**config.mk**
```make
export PLATFORM = sky130hd
export DESIGN_NAME = serial_add_sub
export DESIGN_NICKNAME = d
export VERILOG_FILES = /design/src/rtl/serial_add_sub.sv
export SDC_FILE = /design/constraint.sdc
export NUM_CORES = 1
export LEC_CHECK = 0
export BUFFER_PORTS_ARGS = -buffer_cell sky130_fd_sc_hd__buf_2
export CAP_MARGIN = 20
export CORE_MARGIN = 10
export CORE_UTILIZATION = 48
export CTS_BUF_LIST = sky130_fd_sc_hd__clkbuf_4 sky130_fd_sc_hd__clkbuf_8
export DETAILED_ROUTE_END_ITERATION = 7
export HOLD_SLACK_MARGIN = 0.12
export PLACE_DENSITY = 0.72
export SLEW_MARGIN = 20
export SYNTH_ARGS = -nofsm -noshare
export SYNTH_HDL_FRONTEND = slang
export SYNTH_SLANG_ARGS = --single-unit
export TNS_END_PERCENT = 100
```
**constraint.sdc**
```tcl
create_clock -name clk -period 1.8 [get_ports clk]
set_input_delay 0.54 -clock clk [delete_from_list [all_inputs] [get_ports clk]]
set_output_delay 0.54 -clock clk [all_outputs]
set_load 0.02 [all_outputs]
```
**src/rtl/serial_add_sub.sv**
```systemverilog
`default_nettype none
//============================================================================
// Module   : serial_add_sub
// Purpose  : Bit-serial adder/subtractor. Operands are captured over a
//            valid/ready handshake, processed LSB first through a single
//            full add/sub cell with a registered carry/borrow (one bit per
//            clock), and the result is returned over a second valid/ready
//            handshake.
// Ports    : clk, rst            - clock, synchronous active-high reset
//            in_valid, in_ready  - operand handshake
//            a, b, sub           - operands, mode (0: a+b, 1: a-b)
//            out_valid,out_ready - result handshake
//            result              - sum/difference modulo 2^WIDTH
//            carry_borrow        - add: carry out; sub: a < b (unsigned)
//            overflow            - two's-complement signed overflow
// Config   : `define SERIAL_ADD_SUB_OVF_EN to build the overflow detector;
//            without it the overflow port is tied to 0.
// Revision : 1.0 - initial release
//============================================================================
module serial_add_sub #(
    parameter int WIDTH = 8
) (
    input  logic             clk,
    input  logic             rst,
    input  logic             in_valid,
    output logic             in_ready,
    input  logic [WIDTH-1:0] a,
    input  logic [WIDTH-1:0] b,
    input  logic             sub,
    output logic             out_valid,
    input  logic             out_ready,
    output logic [WIDTH-1:0] result,
    output logic             carry_borrow,
    output logic             overflow
);

    localparam int                 c_cnt_w    = $clog2(WIDTH);
    localparam logic [c_cnt_w-1:0] c_cnt_last = c_cnt_w'(WIDTH - 1);

    typedef enum logic [1:0] {
        ST_IDLE  = 2'd0,
        ST_SHIFT = 2'd1,
        ST_DONE  = 2'd2
    } state_t;

    state_t             r_state;
    state_t             w_state_nxt;
    logic               w_accept;
    logic               w_last;

    logic [WIDTH-1:0]   r_a;
    logic [WIDTH-1:0]   r_b;
    logic [WIDTH-1:0]   r_res;
    logic               r_sub;
    logic               r_carry;
    logic               r_cb;
    logic [c_cnt_w-1:0] r_cnt;

    logic               w_ai;
    logic               w_bi;
    logic               w_sum;
    logic               w_carry_nxt;

    // ------------------------------------------------------------------
    // State register
    // ------------------------------------------------------------------
    always_ff @(posedge clk) begin
        if (rst) begin
            r_state <= ST_IDLE;
        end else begin
            r_state <= w_state_nxt;
        end
    end

    // ------------------------------------------------------------------
    // Next-state and handshake outputs
    // ------------------------------------------------------------------
    always_comb begin
        w_state_nxt = r_state;
        in_ready    = 1'b0;
        out_valid   = 1'b0;
        w_accept    = 1'b0;
        w_last      = 1'b0;
        case (r_state)
            ST_IDLE: begin
                // Held low during reset so nothing is accepted while the
                // block is being cleared.
                in_ready = ~rst;
                if (in_valid && ~rst) begin
                    w_accept    = 1'b1;
                    w_state_nxt = ST_SHIFT;
                end
            end
            ST_SHIFT: begin
                if (r_cnt == c_cnt_last) begin
                    w_last      = 1'b1;
                    w_state_nxt = ST_DONE;
                end
            end
            ST_DONE: begin
                out_valid = 1'b1;
                if (out_ready) begin
                    w_state_nxt = ST_IDLE;
                end
            end
            default: begin
                w_state_nxt = ST_IDLE;
            end
        endcase
    end

    // ------------------------------------------------------------------
    // Single full add/sub cell working on the current LSBs
    // ------------------------------------------------------------------
    assign w_ai  = r_a[0];
    assign w_bi  = r_b[0];
    assign w_sum = w_ai ^ w_bi ^ r_carry;

    always_comb begin
        if (r_sub) begin
            w_carry_nxt = (~w_ai & w_bi) | (~(w_ai ^ w_bi) & r_carry);
        end else begin
            w_carry_nxt = (w_ai & w_bi) | ((w_ai ^ w_bi) & r_carry);
        end
    end

    // ------------------------------------------------------------------
    // Operand shifters, result shifter, carry FF and bit counter
    // ------------------------------------------------------------------
    always_ff @(posedge clk) begin
        if (rst) begin
            r_a     <= '0;
            r_b     <= '0;
            r_res   <= '0;
            r_sub   <= 1'b0;
            r_carry <= 1'b0;
            r_cb    <= 1'b0;
            r_cnt   <= '0;
        end else if (w_accept) begin
            r_a     <= a;
            r_b     <= b;
            r_sub   <= sub;
            r_carry <= 1'b0;
            r_cnt   <= '0;
        end else if (r_state == ST_SHIFT) begin
            r_a     <= r_a >> 1;
            r_b     <= r_b >> 1;
            // Bits enter at the MSB so after WIDTH shifts bit 0 sits at LSB.
            r_res   <= {w_sum, r_res[WIDTH-1:1]};
            r_carry <= w_carry_nxt;
            r_cnt   <= r_cnt + 1'b1;
            if (w_last) begin
                r_cb <= w_carry_nxt;
            end
        end
    end

    assign result       = r_res;
    assign carry_borrow = r_cb;

`ifdef SERIAL_ADD_SUB_OVF_EN
    // On the last bit the cell sees the operand sign bits and produces the
    // result sign bit, so overflow is decided from those three bits alone.
    logic r_ovf;
    logic w_ovf_nxt;

    assign w_ovf_nxt = (r_sub ? (w_ai ^ w_bi) : ~(w_ai ^ w_bi)) & (w_sum ^ w_ai);

    always_ff @(posedge clk) begin
        if (rst) begin
            r_ovf <= 1'b0;
        end else if (w_last) begin
            r_ovf <= w_ovf_nxt;
        end
    end

    assign overflow = r_ovf;
`else
    assign overflow = 1'b0;
`endif

endmodule
`default_nettype wire

```
==> flow_summary.json <==
{
  "cp_max_fo": 9,
  "min_to": "r_sub$_SDFFE_PP0P_",
  "hold_class": "primary input to register",
  "grt_use_total_pct": 13.1,
  "placed_cells": 218,
  "crit_type": "register to output port",
  "die_y_um": 74.4,
  "post-route-util_pct": 58.7,
  "final_max_slew_viol_count": 0,
  "crit_arrival_ns": 1.17,
  "finClkSkew_ns": 0.00706,
  "whs_ns": 0.433,
  "tns_ns": 0,
  "irDropWorstVdd_mv": 0.598,
  "final_cell_mix": "buf_2, dfxtp_1, nand2_1",
  "grt_max_degree": 18,
  "total_power_mw": 1.39,
  "cp_slowest_cell": "dfxtp_4",
  "ys_seq_area_share_pct": 45.1,
  "numCtsBuffers": 5,
  "hp-start": "sub",
  "cts_sinks": 32,
  "hold_viol": 0,
  "syn-mean-instance-area_um2": 8.67,
  "critical-path-top-delay-family": "flip-flops",
  "endpoint_kind": "output port",
  "drt_iter0_drc": 100,
  "die_area_mm2": 0.00554,
  "synth_top_area_cell": "dfxtp_1",
  "leakagePower_nw": 0.681,
  "hold_depth": 3,
  "hpwl_mm": 2.40,
  "areaGrowthSynthToFinish_pct": 15.9,
  "period_needed_ns": 1.71,
  "reg2reg_depth": 5,
  "setup_ws_ns": 0.0889,
  "firstDrtPassIters": 4,
  "grt_remaining_overflow": 0,
  "worst-path-buf-inv": 1,
  "synthTopCellsByArea": "dfxtp_1, a21oi_1, nand2_1, a211oi_1, nor2_1",
  "outcome": "finished, final reports clean",
  "globalplace.congestion": 0.777,
  "final_cells": 226,
  "final_common_cell": "buf_2",
  "setup_viol": 0,
  "via_per_inst": 5.35,
  "synth_cell_types": 27,
  "rows": 19,
  "crit_path_start_kind": "register",
  "max_cap_violations": 0,
  "r2r-start": "r_a[0]$_SDFFE_PP0P_",
  "grt_pass1_wl_mm": 5.62,
  "clock_latency_ns": 0.34,
  "antenna_cells": 0,
  "core_area_mm2": 0.00281,
  "slowest_delay_ns": 0.42,
  "r2r_slack_ns": 0.25,
  "max_freq_ghz": 0.584,
  "cts.path.max_buffers": 2,
  "cts.clk_slew.worst_paths_ns": 0.10,
  "design_area_mm2": 0.00165,
  "drive_above_1_share_pct": 27.7,
  "fillers": 255,
  "cp.required_ns": 1.26,
  "vias": 1210,
  "power_density_mw_per_mm2": 845,
  "synth_seq_cells": 32,
  "placedInstanceArea_mm2": 0.00158,
  "cts_tree": "built",
  "ios": 33,
  "cts_htree_levels": 2,
  "ant_nets": 0,
  "synthesis.area_mm2": 0.00142,
  "drc": 0,
  "start_util_pct": 50.7,
  "rsz0062_at_grt": "no",
  "yosys_warnings": 0,
  "syn_inst": 164,
  "die_x_um": 74.4,
  "nets": 219,
  "wl_per_cell_um": 14.4,
  "drt_wl_total_mm": 3.26,
  "port_buffers": 31,
  "timing.rr.end": "carry_borrow$_SDFFE_PP0P_",
  "pre_cts_ws_ns": 0.114,
  "synth.top_cell.area_share_pct": 45.1,
  "antenna_found_initial": 0,
  "period_share_pct": 95.1,
  "grt_pass1_vias": 1203,
  "synth_fp_nets": 189,
  "cts_root_buffer": "clkbuf_4",
  "crit_chain": "nor2b_1 -> buf_2"
}
layer usage:
metal	GRT usage [%]	share of wire, %
met4	5.04	1.9
met2	21.6	47
met1	14.0	42
met5	0	0
met3	6.78	8.6
how the worst max path moves through the flow:
stage	cells past startpoint	startpoint	slack, ns	to
floorplan	3	rst	0.07	in_ready
global placement	4	rst	0.16	r_b[1]$_SDFFE_PP0P_
detailed placement	4	rst	0.11	r_b[1]$_SDFFE_PP0P_
CTS	2	r_state[0]$_SDFFE_PP0P_	0.04	in_ready
global route	2	r_state[1]$_SDFFE_PP0P_	0.04	out_valid
finish	2	r_state[1]$_SDFFE_PP0P_	0.09	out_valid
what timing repair did:
item	in CTS	in global routing
hold endpoints to repair	0	0
hold buffers	0	0
setup endpoints to repair	1	2
setup buffers	0	0
cloned	0	0
gates resized for setup	1	2
area by class of cell:
type	count	area, um^2	area share, %
clock buffers	8	66.3	4.02
repair buffers	39	215	13.1
inverters	3	11.3	0.683
well taps	31	38.8	2.35
multi-input cells	113	671	40.7
flip-flops and latches	32	646	39.2
state kept, by name, indices dropped and copies added, names as in the netlist:
signal / flops
r_b: 8
r_sub: 1
r_cnt: 3
r_state: 2
carry_borrow: 1
result: 8
r_a: 8
r_carry: 1
synth_stat cells:
| master | number |
|---|---|
| a22oi_1 | 7 |
| conb_1 | 1 |
| buf_2 | 5 |
| a21oi_1 | 23 |
| and2b_1 | 1 |
| nand2b_1 | 1 |
| buf_6 | 3 |
| fa_1 | 2 |
| dfxtp_1 | 32 |
| nor2_1 | 18 |
| clkbuf_1 | 6 |
| nor4b_4 | 1 |
| nor3b_1 | 1 |
| inv_1 | 3 |
| a211oi_1 | 11 |
| or4b_4 | 1 |
| ha_1 | 2 |
| buf_4 | 1 |
| mux2_2 | 1 |
| nor3_1 | 4 |
| buf_8 | 1 |
| nand2_1 | 28 |
| o21bai_1 | 1 |
| nand3_1 | 5 |
| mux2i_1 | 3 |
| a311oi_2 | 1 |
| nor2b_1 | 1 |
report_power, final:
| group | internal [mW] | leakage [nW] | total [mW] | switching [mW] |
|---|---|---|---|---|
| Sequential | 0.738 | 0.262 | 0.761 | 0.0234 |
| Clock | 0.223 | 0.0394 | 0.467 | 0.245 |
| Combinational | 0.0713 | 0.379 | 0.164 | 0.0931 |
| Total | 1.03 | 0.681 | 1.39 | 0.361 |
cell families (layout without fill, tap and decap cells):
kind of cell / Yosys count / in the layout / synth area share (%)
AO/OA/AOI/OAI: 43 / 43 / 19.2
buffers and inverters: 19 / 50 / 8.10
multiplexers: 4 / 4 / 2.90
adder cells (fa/ha/maj): 4 / 4 / 4.58
other: 1 / 1 / 0.264
AND/OR/NAND/NOR: 61 / 61 / 19.9
flip-flops: 32 / 32 / 45.1
worst register-to-register path: stages, from the launching register on:
cell	delay, ns
dfxtp_1	0.40
inv_1	0.08
fa_1	0.40
mux2_2	0.28
nor3_1	0.18
nor3_1	0.09
Note: power is estimated with default switching activity, not from simulation.
